File: src/rtl/va_pkg.sv
// Shared types, register map and reset constants for the vertex assembler.
package va_pkg;

  typedef enum logic [1:0] {
    LIST  = 2'd0,
    STRIP = 2'd1,
    FAN   = 2'd2
  } prim_mode_e;

  localparam logic [6:0] ADDR_ATTR0         = 7'h00;
  localparam logic [6:0] ADDR_ATTR1         = 7'h01;
  localparam logic [6:0] ADDR_VERTEX        = 7'h02;
  localparam logic [6:0] ADDR_INV_AREA      = 7'h03;
  localparam logic [6:0] ADDR_PRIM          = 7'h07;
  localparam logic [6:0] ADDR_ATTR_EXT_BASE = 7'h20;

  localparam int unsigned VTX_RESTART_BIT = 57;

  localparam logic [15:0] INV_AREA_RESET = 16'hFFFF;
  localparam logic [15:0] CULL_MAX       = 16'hFFFF;
  localparam prim_mode_e  MODE_RESET     = LIST;

  // Encoding 3 is reserved and behaves as a list.
  function automatic prim_mode_e decode_mode(input logic [1:0] m);
    case (m)
      2'd1:    return STRIP;
      2'd2:    return FAN;
      default: return LIST;
    endcase
  endfunction

  // Channels 0/1 sit at the legacy addresses; the rest live at 0x20 + i.
  function automatic logic [6:0] attr_addr(input int unsigned i);
    if (i == 0) return ADDR_ATTR0;
    if (i == 1) return ADDR_ATTR1;
    return ADDR_ATTR_EXT_BASE + 7'(i);
  endfunction

endpackage

File: src/rtl/va_tri_outreg.sv
// Valid/ready holding register for assembled triangles; also drives the
// command-side ready term so writes stall while a triangle is pending.
module va_tri_outreg #(
  parameter int unsigned W = 8
) (
  input  logic         clk,
  input  logic         rst,
  input  logic         load,
  input  logic [W-1:0] load_data,
  output logic         cmd_ready,
  output logic         tri_valid,
  input  logic         tri_ready,
  output logic [W-1:0] tri_data
);

  assign cmd_ready = !tri_valid || tri_ready;

  always_ff @(posedge clk) begin
    if (rst) begin
      tri_valid <= 1'b0;
      tri_data  <= '0;
    end else if (load) begin
      tri_valid <= 1'b1;
      tri_data  <= load_data;
    end else if (tri_ready) begin
      tri_valid <= 1'b0;
    end
  end

endmodule

File: src/rtl/vertex_assembler.sv
// Assembles list/strip/fan triangles from a per-vertex register-write stream.
// Define VA_CULL_DEGENERATE_EN to drop triangles with coincident vertices.
module vertex_assembler
  import va_pkg::*;
#(
  parameter int unsigned NUM_ATTR = 2,
  parameter int unsigned ATTR_W   = 32,
  parameter int unsigned XY_W     = 16,
  parameter int unsigned Z_W      = 25
) (
  input  logic                         clk,
  input  logic                         rst,
  input  logic                         cmd_valid,
  output logic                         cmd_ready,
  input  logic [6:0]                   cmd_addr,
  input  logic [63:0]                  cmd_wdata,
  output logic                         tri_valid,
  input  logic                         tri_ready,
  output logic [3*XY_W-1:0]            tri_x,
  output logic [3*XY_W-1:0]            tri_y,
  output logic [3*Z_W-1:0]             tri_z,
  output logic [3*NUM_ATTR*ATTR_W-1:0] tri_attr,
  output logic [15:0]                  tri_inv_area,
  output logic [1:0]                   prim_mode,
  output logic [1:0]                   vertex_count,
  output logic [15:0]                  cull_count
);

  localparam int unsigned AW = NUM_ATTR * ATTR_W;
  localparam int unsigned VW = 2 * XY_W + Z_W + AW;
  localparam int unsigned PW = 3 * VW + 16;
  localparam logic [AW-1:0] ATTR_RESET = AW'({ATTR_W{1'b1}});

  logic                            cmd_acc, kick, emit, load;
  logic [1:0]                      cnt, eff_cnt;
  logic                            parity, eff_par, swap;
  prim_mode_e                      mode;
  logic [NUM_ATTR-1:0][ATTR_W-1:0] cur_attr;
  logic [15:0]                     cur_inv_area;
  // Vertex layout, LSB first: X, Y, Z, attributes.
  logic [1:0][VW-1:0]              slot;
  logic [VW-1:0]                   va, vb, vc;
  logic [PW-1:0]                   tri_payload, tri_data;
  logic                            unused_wdata;

  assign unused_wdata = ^cmd_wdata[63:58];

  assign cmd_acc = cmd_valid && cmd_ready;
  assign kick    = cmd_acc && (cmd_addr == ADDR_VERTEX);
  assign eff_cnt = cmd_wdata[VTX_RESTART_BIT] ? 2'd0 : cnt;
  assign eff_par = cmd_wdata[VTX_RESTART_BIT] ? 1'b0 : parity;
  assign emit    = kick && (eff_cnt == 2'd2);
  assign swap    = (mode == STRIP) && eff_par;

  assign vc = {cur_attr, cmd_wdata[32 +: Z_W], cmd_wdata[16 +: XY_W], cmd_wdata[0 +: XY_W]};
  assign va = slot[swap];
  assign vb = slot[!swap];

  assign tri_payload = {cur_inv_area,
                        vc[VW-1 -: AW], vb[VW-1 -: AW], va[VW-1 -: AW],
                        vc[2*XY_W +: Z_W], vb[2*XY_W +: Z_W], va[2*XY_W +: Z_W],
                        vc[XY_W +: XY_W], vb[XY_W +: XY_W], va[XY_W +: XY_W],
                        vc[0 +: XY_W], vb[0 +: XY_W], va[0 +: XY_W]};

  assign tri_x        = tri_data[0 +: 3*XY_W];
  assign tri_y        = tri_data[3*XY_W +: 3*XY_W];
  assign tri_z        = tri_data[6*XY_W +: 3*Z_W];
  assign tri_attr     = tri_data[6*XY_W + 3*Z_W +: 3*AW];
  assign tri_inv_area = tri_data[PW-16 +: 16];
  assign prim_mode    = mode;
  assign vertex_count = cnt;

  always_ff @(posedge clk) begin
    if (rst) begin
      cur_attr     <= ATTR_RESET;
      cur_inv_area <= INV_AREA_RESET;
      mode         <= MODE_RESET;
      cnt          <= '0;
      parity       <= 1'b0;
      slot         <= '0;
    end else if (cmd_acc) begin
      for (int unsigned i = 0; i < NUM_ATTR; i++) begin
        if (cmd_addr == attr_addr(i)) cur_attr[i] <= cmd_wdata[ATTR_W-1:0];
      end
      if (cmd_addr == ADDR_INV_AREA) cur_inv_area <= cmd_wdata[15:0];
      if (cmd_addr == ADDR_PRIM) begin
        mode   <= decode_mode(cmd_wdata[1:0]);
        cnt    <= '0;
        parity <= 1'b0;
      end
      if (kick) begin
        case (eff_cnt)
          2'd0: begin
            slot[0] <= vc;
            cnt     <= 2'd1;
            parity  <= eff_par;
          end
          2'd1: begin
            slot[1] <= vc;
            cnt     <= 2'd2;
            parity  <= eff_par;
          end
          default: begin
            case (mode)
              STRIP: begin
                slot[0] <= slot[1];
                slot[1] <= vc;
                parity  <= !eff_par;
              end
              FAN:     slot[1] <= vc;
              default: cnt <= '0;
            endcase
          end
        endcase
      end
    end
  end

`ifdef VA_CULL_DEGENERATE_EN
  logic degenerate;

  // Coincidence is order-independent, so the raw slots are compared directly.
  assign degenerate = (slot[0][0 +: 2*XY_W] == slot[1][0 +: 2*XY_W]) ||
                      (slot[0][0 +: 2*XY_W] == vc[0 +: 2*XY_W]) ||
                      (slot[1][0 +: 2*XY_W] == vc[0 +: 2*XY_W]);
  assign load = emit && !degenerate;

  always_ff @(posedge clk) begin
    if (rst) begin
      cull_count <= '0;
    end else if (emit && degenerate && (cull_count != CULL_MAX)) begin
      cull_count <= cull_count + 16'd1;
    end
  end
`else
  assign load       = emit;
  assign cull_count = '0;
`endif

  va_tri_outreg #(
    .W(PW)
  ) u_outreg (
    .clk       (clk),
    .rst       (rst),
    .load      (load),
    .load_data (tri_payload),
    .cmd_ready (cmd_ready),
    .tri_valid (tri_valid),
    .tri_ready (tri_ready),
    .tri_data  (tri_data)
  );

endmodule

File: config.mk
export PLATFORM = sky130hd
export DESIGN_NAME = vertex_assembler
export DESIGN_NICKNAME = d
export VERILOG_FILES = /design/src/rtl/va_pkg.sv /design/src/rtl/va_tri_outreg.sv /design/src/rtl/vertex_assembler.sv
export SDC_FILE = /design/constraint.sdc
export NUM_CORES = 1
export LEC_CHECK = 0
export BUFFER_PORTS_ARGS = -buffer_cell sky130_fd_sc_hd__buf_2
export CORE_MARGIN = 2
export CORE_UTILIZATION = 35
export DETAILED_ROUTE_END_ITERATION = 6
export GPL_TIMING_DRIVEN = 0
export PLACE_DENSITY = 0.57
export SETUP_SLACK_MARGIN = 0.1
export SLEW_MARGIN = 20
export SYNTH_ARGS = -nofsm -noshare
export SYNTH_HDL_FRONTEND = slang
export SYNTH_SLANG_ARGS = --single-unit
File: constraint.sdc
create_clock -name clk -period 4.66 [get_ports clk]
set_clock_uncertainty 0.15 [all_clocks]
set_input_delay 1.165 -clock clk [delete_from_list [all_inputs] [get_ports clk]]
set_output_delay 1.165 -clock clk [all_outputs]
set_load 0.05 [all_outputs]
==> metrics.md, run 1 <==
| Metric | Value |
|---|---|
| Clk root buf | `clkbuf_16` |
| WP data arrival | `3.91 ns` |
| # port buffers | `451` |
| Sequential share of the synthesized area | `48.4%` |
| Area of the multi-input gates | `13500 µm²` |
| Area Growth Syn to Fin | `22.0%` |
| WHS Endpoint | `u_outreg.tri_data[95]` |
| Vias in the first global route | `23800` |
| Share of cells above drive strength 1 | `25.0%` |
| Reg2Reg Setup Slack | `1.39 ns` |
| Max cap viols | `0` |
| Die height | `293 µm` |
| Starting Density | `35.5%` |
| Skew-Pair Late Insertion Delay | `0.63 ns` |
| First-pass GRT wire length | `156000 µm` |
| ANT nets after route | `0` |
| Tmin final | `3.52 ns` |
| Worst-path clk slew | `0.06 ns` |
| DR WL/cell | `22.0 µm` |
| Cells after Synth | `3159` |
| Post-DP Area | `32900 µm²` |
| Die Wd | `293 µm` |
| Final WL | `106000 µm` |
| Share of the clock period used by the worst path | `75.5%` |
| Crit path max fanout | `10` |
| Die area | `85800 µm²` |
| TritonCTS Sinks | `707` |
| CTS tree | `built` |
| Final instance area | `35700 µm²` |
| Slew Limit Fails | `0` |
| Crit Path Class | `primary input to register` |
| Hold Path Origin | `u_outreg.tri_data[95]` |
| Most numerous cell in the Yosys netlist | `dfxtp_1` |
| Endpoints failing hold | `0` |
| Cells on Worst Hold Path | `2` |
| Hold Slack | `0.301 ns` |
| Ys async rst share | `0%` |
| Area contributors post-synth | `dfxtp_1, mux2i_1, a211oi_2, nand2_1, a21oi_1` |
| Fill cells | `8209` |
| Most frequent cells after synthesis | `dfxtp_1, nand2_1, nor2_1, mux2i_1, a21oi_1` |
| Leakage | `15.4 nW` |
| Gpl congestion | `0.839` |
| Global route overflow | `0` |
| Synth Flop Type | `dfxtp_1` |
| Synthesized area per cell | `9.25 µm²` |
| Dpl hpwl | `78100 µm` |
| Setup crit start kind | `primary input` |
| Status | `completed` |
| Worst min path class | `register to register` |
| # IOs | `476` |
| Reg2reg path depth | `8` |
| Via-to-Cell Ratio | `5.12` |
| Reg2Reg Capture Point | `slot[178]` |
| Register area | `14200 µm²` |
| # DRC | `0` |
| Top-area cell type share of the netlist area | `48.4%` |
| Post-synth top area cell | `dfxtp_1` |
| GR Util All Layers | `24.1%` |
| Final cell utilization of the core | `43.3%` |
| Final setup fails | `0` |
| 1st-pass router iterations | `5` |
| Hold_buf cts | `0` |
| RSZ-0062 raised after global routing | `false` |
| Distinct cell type count after synthesis | `37` |
| # resized after CTS | `0` |
| Worst VDD drop | `221 µV` |
| # rows | `105` |
| Fmax | `284 MHz` |
| Post-CTS Setup Bufs | `0` |
| Slew headroom | `24.3%` |
| Critical path endpoint category | `register` |
| Worst reg2reg path startpoint | `vertex_count[1]` |
| H-tree levels | `3` |
| Core box area | `82400 µm²` |
| EDFF count, synth | `0` |
| Synthesized flop and latch total | `707` |
| CTS buffer count | `80` |
| Clk buf depth | `3` |
| Drt initial violations | `1458` |
| Yosys synthesis warning count | `0` |
| Largest net degree at the start of global routing | `14` |
| Vias | `24800` |
| Net count reported at finish | `3784` |
| Setup TNS Final | `0 ns` |
| Req. time, crit path | `5.05 ns` |
| Cell Area, Synth | `29200 µm²` |
| Power Density | `368 nW/µm²` |
| Worst Tran Pin Value | `1.14 ns` |
| Initial antenna violation count | `3` |
## flip-flops by register name, indices dropped and copies added (netlist names)
| name | count |
|---|---|
| slot | 242 |
| cur_inv_area | 16 |
| u_outreg.tri_valid | 1 |
| cur_attr | 64 |
| u_outreg.tri_data | 379 |
| vertex_count | 2 |
| prim_mode | 2 |
| parity | 1 |
## logic make-up (layout without fill, tap and decap cells)
kind of cell,Yosys count,after routing,share of synthesized area (%)
compound gates,699,699,18.7
fa+ha+maj,1,1,0.0428
buf+inv,296,894,5.53
flops,707,707,48.4
mux,363,363,12.4
other cells,1,17,0.0128
simple gates,1092,1092,14.8
## worst max-delay path by stage
stage | startpoint | endpoint | slack, ns | depth (start not counted)
global placement | cmd_addr[5] | slot[162] | 0.51 | 8
CTS | cmd_addr[5] | slot[178] | 1.16 | 8
finish | cmd_addr[5] | slot[178] | 1.14 | 8
floorplan | tri_ready | slot[151] | 1.57 | 9
global route | cmd_addr[5] | slot[151] | 1.00 | 8
detailed placement | cmd_addr[5] | slot[178] | 0.50 | 8
## where the power goes
part | total (W) | internal (W) | switching, W
registers | 0.00606 | 0.00605 | 0.00000627
logic | 0.000387 | 0.0000769 | 0.000310
clock network | 0.00666 | 0.00398 | 0.00268
## placed cells by master (no fill, tap or decap), types with 2 or more instances in the layout
cell	netlist	final
clkinv_2	0	16
clkbuf_8	0	13
inv_16	0	3
clkbuf_16	0	81
inv_1	2	2
a211oi_1	154	154
a211oi_2	210	210
inv_6	0	2
clkbuf_1	145	157
nor3_1	34	34
buf_2	58	509
buf_6	34	34
buf_1	10	10
nor3_2	2	2
buf_4	47	47
nand2b_1	5	5
dfxtp_1	707	707
or3_1	3	3
nor2_1	397	397
clkinvlp_4	0	3
bufinv_16	0	10
nand3b_1	17	17
nand3_1	2	2
mux2i_1	363	363
nand2_1	618	618
clkbuf_2	0	6
conb_1	1	16
a21oi_1	330	330
and3_1	2	2
or3b_2	3	3
## stage by stage
stage               power, W  instances  setup slack [ns]
CTS                   0.0132       4842              1.16
global route          0.0135       4842              1.00
finish                0.0131       4843              1.14
global placement     0.00657       4695             0.505
floorplan            0.00638       3174              1.57
detailed placement   0.00657       4696             0.497
## routing by layer
layer	vias up	global-route usage [%]	share of wire, %
met5	-	0	0
met4	0	7.63	2.9
met3	158	4.03	5.6
met2	714	39.1	46
met1	12000	32.6	46
li1	12000	-	-
## critical path: stages
cell and delay, ns:
buf_2 0.11, nor3_2 0.33, nand4_1 0.34, nor3b_2 0.44, clkbuf_1 0.88, buf_2 0.40
nand2_1 0.08, a21oi_1 0.15
## area by class of cell
class | instances | share of cell area (%)
Clock inverter | 34 | 1.35
Antenna cell | 1 | 0.00702
Inverter | 2 | 0.0211
Tap cell | 1070 | 3.75
Sequential cell | 707 | 39.7
Buffer | 294 | 4.53
Clock buffer | 112 | 6.38
Multi-Input combinational cell | 2171 | 37.9
Timing Repair Buffer | 452 | 6.37
Note: power is estimated with default switching activity, not from simulation.
==> inputs of run 2 (changes only) <==
--- a/config.mk
+++ b/config.mk
@@ -5,12 +5,13 @@
 export SDC_FILE = /design/constraint.sdc
 export NUM_CORES = 1
 export LEC_CHECK = 0
+export ABC_AREA = 1
 export BUFFER_PORTS_ARGS = -buffer_cell sky130_fd_sc_hd__buf_2
 export CORE_MARGIN = 2
 export CORE_UTILIZATION = 35
 export DETAILED_ROUTE_END_ITERATION = 6
 export GPL_TIMING_DRIVEN = 0
-export PLACE_DENSITY = 0.57
+export PLACE_DENSITY = 0.59
 export SETUP_SLACK_MARGIN = 0.1
 export SLEW_MARGIN = 20
 export SYNTH_ARGS = -nofsm -noshare
==> constraint.sdc (replaced) <==
create_clock -name clk -period 2.9 [get_ports clk]
set_clock_uncertainty 0.15 [all_clocks]
set_input_delay 0.725 -clock clk [delete_from_list [all_inputs] [get_ports clk]]
set_output_delay 0.725 -clock clk [all_outputs]
set_load 0.05 [all_outputs]
==> metrics.md, run 2 <==
| Metric | Value |
|---|---|
| Status | `finished, violations left (was completed)` |
| Failing checks | `design-rule violations` |
| # rows | `104 (was 105)` |
| Most frequent cells in the layout | `o21ai_0, nor2_1, dfxtp_1 (was dfxtp_1, nand2_1, buf_2)` |
| Reg with most FFs | `u_outreg.tri_data (unchanged)` |
| CTS tree | `built (unchanged)` |
| Crit Path Class | `register to register (was primary input to register)` |
| Yosys synthesis warning count | `0 (unchanged)` |
| Post-synthesis simple-gate area fraction | `17.3% (was 14.8%)` |
| Net count reported at finish | `4535 (was 3784)` |
| Cell Area, Synth | `28300 µm² (was 29200 µm²)` |
| Slew headroom | `32.9% (was 24.3%)` |
| Worst reg2reg path startpoint | `u_outreg.tri_valid (was vertex_count[1])` |
| Vias in the first global route | `26700 (was 23800)` |
| Synth Flop Type | `dfxtp_1 (unchanged)` |
| First-pass GRT wire length | `166000 µm (was 156000 µm)` |
| Compound-gate portion of the synthesized area | `23.6% (was 18.7%)` |
| Sequential share of the synthesized area | `49.9% (was 48.4%)` |
| Fill cells | `8480 (was 8209)` |
| Pre-CTS worst setup slack | `-1.08 ns (was 0.497 ns)` |
| Core box area | `80300 µm² (was 82400 µm²)` |
| Worst min path class | `primary input to register (was register to register)` |
| Tmin final | `2.74 ns` |
| 1st-pass router iterations | `7 (was 5)` |
| Vias | `28100 (was 24800)` |
| Worst Tran Pin Value | `1.01 ns (was 1.14 ns)` |
| Hold Path Origin | `cmd_wdata[42] (was u_outreg.tri_data[95])` |
| Initial antenna violation count | `18 (was 3)` |
| RSZ-0062 raised after global routing | `false (unchanged)` |
| Setup TNS Final | `0 ns (unchanged)` |
| ANT nets after route | `0 (unchanged)` |
| Dpl hpwl | `82600 µm (was 78100 µm)` |
| Crit path max fanout | `10 (unchanged)` |
| Most numerous cell in the Yosys netlist | `o21ai_0 (was dfxtp_1)` |
| Final setup fails | `0 (unchanged)` |
| Worst VDD drop | `419 µV (was 221 µV)` |
| Synthesized area per cell | `7.25 µm² (was 9.25 µm²)` |
| Synthesized flop and latch total | `707 (unchanged)` |
| Post-DP Area | `32000 µm² (was 32900 µm²)` |
| Final WL | `113000 µm (was 106000 µm)` |
| Total power | `0.0206 W (was 0.0131 W)` |
| Critical path's slowest cell | `buf_4 (was clkbuf_1)` |
| Global route overflow | `0 (unchanged)` |
| Share of cells above drive strength 1 | `16.5% (was 25.0%)` |
| Slew Limit Fails | `0 (unchanged)` |
| Max incr delay on CP | `0.36 ns (was 0.88 ns)` |
| Critical-path cell list | `nand2_2, nand2_2, nor2_4, nand2_4, nor2_1, nand2_2, buf_4, buf_2, a21oi_2 (was buf_2, nor3_2, nand4_1, nor3b_2, clkbuf_1, buf_2, nand2_1, a21oi_1)` |
| Main combinational cell family by area after synthesis | `compound AO/OA/AOI/OAI gates (unchanged)` |
| Cells after Synth | `3909 (was 3159)` |
| EDFF count, synth | `0 (unchanged)` |
| Ys async rst share | `0% (unchanged)` |
| Die height | `289 µm (was 293 µm)` |
| Via-to-Cell Ratio | `5.02 (was 5.12)` |
| GR Util All Layers | `26.4% (was 24.1%)` |
| Reg2reg path depth | `9 (was 8)` |
| DR WL/cell | `20.2 µm (was 22.0 µm)` |
| # port buffers | `452 (was 451)` |
| Clk buf depth | `3 (unchanged)` |
| Critical path endpoint category | `register (unchanged)` |
| Final instance area | `34700 µm² (was 35700 µm²)` |
| Die area | `83300 µm² (was 85800 µm²)` |
| Area Growth Syn to Fin | `22.4% (was 22.0%)` |
| Reg2Reg Setup Slack | `0.16 ns (was 1.39 ns)` |
| Adder-Cell Fraction of Synth Area | `0.0442% (was 0.0428%)` |
| Drt initial violations | `2476 (was 1458)` |
| Commonest non-fill, non-tap cell in the layout | `o21ai_0 (was dfxtp_1)` |
| WHS Endpoint | `u_outreg.tri_data[156] (was u_outreg.tri_data[95])` |
| Distinct cell type count after synthesis | `29 (was 37)` |
| Cell family with most CP delay | `simple AND/OR/NAND/NOR gates (was buffers and inverters)` |
| Area contributors post-synth | `dfxtp_1, o21ai_0, nor2_1, nand2_1, a21oi_1 (was dfxtp_1, mux2i_1, a211oi_2, nand2_1, a21oi_1)` |
| Largest register FFs | `379 (unchanged)` |
| Share of the clock period used by the worst path | `94.3%` |
| Endpoints failing hold | `0 (unchanged)` |
| Largest net degree at the start of global routing | `14 (unchanged)` |
| Clk root buf | `clkbuf_16 (unchanged)` |
| CTS buffer count | `79 (was 80)` |
| CP bufs+invs | `2 (was 3)` |
| WP data arrival | `3.07 ns (was 3.91 ns)` |
| # IOs | `476 (unchanged)` |
| Gpl congestion | `0.894 (was 0.839)` |
| Post-CTS Setup Bufs | `0 (unchanged)` |
| Top-area cell type share of the netlist area | `49.9% (was 48.4%)` |
| # DRC | `6 (was 0)` |
| Cells on Worst Hold Path | `3 (was 2)` |
| Max cap viols | `0 (unchanged)` |
| H-tree levels | `3 (unchanged)` |
| Biggest regs | `u_outreg.tri_data: 379 flops, slot: 242 flops, cur_attr: 64 flops (unchanged)` |
| Worst-path clk slew | `0.06 ns (about the same)` |
| Leakage | `15.8 nW (was 15.4 nW)` |
| Setup crit start kind | `register (was primary input)` |
| Reg2Reg Capture Point | `u_outreg.tri_valid (was slot[178])` |
| Final setup margin | `0.165 ns (was 1.14 ns)` |
| Power Density | `595 nW/µm² (was 368 nW/µm²)` |
| Post-synth top area cell | `dfxtp_1 (unchanged)` |
| Cell mode on critical path | `nand2_2 (was buf_2)` |
| Starting Density | `35.3% (was 35.5%)` |
| TritonCTS Sinks | `707 (unchanged)` |
| Most frequent cells after synthesis | `o21ai_0, nor2_1, dfxtp_1, nand2_1, inv_1 (was dfxtp_1, nand2_1, nor2_1, mux2i_1, a21oi_1)` |
| Die Wd | `289 µm (was 293 µm)` |
| Req. time, crit path | `3.24 ns (was 5.05 ns)` |
| Fmax | `366 MHz` |
| Skew-Pair Late Insertion Delay | `0.63 ns (about the same)` |
| Mux contribution to synthesized area | `0% (was 12.4%)` |
| Xor and xnor area share after synthesis | `0% (unchanged)` |
run 2: cell types whose count changed in the layout (fill, tap and decap cells not counted), moves of 29 or more:
cell,delta
nor3_1,-32
o211ai_1,+30
a211oi_1,-153
a211oi_2,-210
buf_2,+33
inv_1,+267
buf_4,-29
mux2i_1,-363
nand2_1,-168
nor2_1,+403
a21oi_1,-65
o21ai_1,+72
o21ai_0,+945
run 2: cell type report:
cell class / instances / area [µm²] / share of cell area (%)
Multi-Input combinational cell: 2619 / 11700 / 33.6
Timing Repair Buffer: 454 / 2300 / 6.63
Inverter: 275 / 1030 / 2.97
Sequential cell: 707 / 14200 / 40.8
Clock buffer: 116 / 2320 / 6.69
Clock inverter: 27 / 307 / 0.883
Tap cell: 1060 / 1330 / 3.82
Antenna cell: 6 / 15.0 / 0.0433
Buffer: 323 / 1580 / 4.55
run 2: cells by family after synthesis:
family          Yosys count
compound gates         1318
simple gates           1284
flops                   707
buf+inv                 598
fa+ha+maj                 1
other cells               1
run 2: worst register-to-register path, delay by kind of cell, from the launching register on:
family | cells | cell delay (ns)
simple gates | 6 | 1.15
buf+inv | 2 | 0.63
compound gates | 1 | 0.35
flops | 1 | 0.33
run 2: how the worst max path moves through the flow:
| stage | start | to | slack (ns) | cells after the start |
|---|---|---|---|---|
| 2_1_floorplan | tri_ready | u_outreg.tri_data[348] | 0.50 | 12 |
| 3_3_place_gp | cmd_wdata[57] | u_outreg.tri_data[235] | -1.05 | 8 |
| 3_5_place_dp | cmd_wdata[57] | u_outreg.tri_data[235] | -1.08 | 8 |
| 4_1_cts | prim_mode[1] | u_outreg.tri_data[235] | 0.05 | 9 |
| 5_1_grt | u_outreg.tri_valid | u_outreg.tri_data[195] | 0.12 | 10 |
| 6_report | u_outreg.tri_valid | u_outreg.tri_valid | 0.16 | 9 |
run 2: stage by stage:
| stage | utilization, % | hold slack (ns) | cells |
|---|---|---|---|
| final | 43.2 | 0.230 | 5587 |
| after global routing | 43.2 | 0.227 | 5583 |
| after CTS | 43.2 | 0.207 | 5580 |
| after detailed placement | 39.9 | 0.304 | 5437 |
| after global placement | 39.8 | 0.299 | 5436 |
| after floorplan | - | 0.280 | 3924 |
run 2: what timing repair did:
action / 4_1_cts / 5_1_grt
hold endpoints to repair: 0 / 0
endpoints found under the setup margin: 252 / 14
resized for setup: 8 / 4
hold buffers: 0 / 0
pin swaps: 0 / 0
run 2: power breakdown:
group | internal [W] | leakage, nW | switching [W]
sequential | 0.00972 | 5.69 | 0.0000103
combinational | 0.000156 | 8.87 | 0.000474
clock | 0.00601 | 1.28 | 0.00426
run 2: metal layers:
metal	up-vias	part of all wire (%)	GRT usage, %
li1	13800	-	-
met1	13100	44	35.0
met2	971	45	42.2
met3	171	7.8	5.86
met4	6	3.3	9.78
met5	-	0.035	0
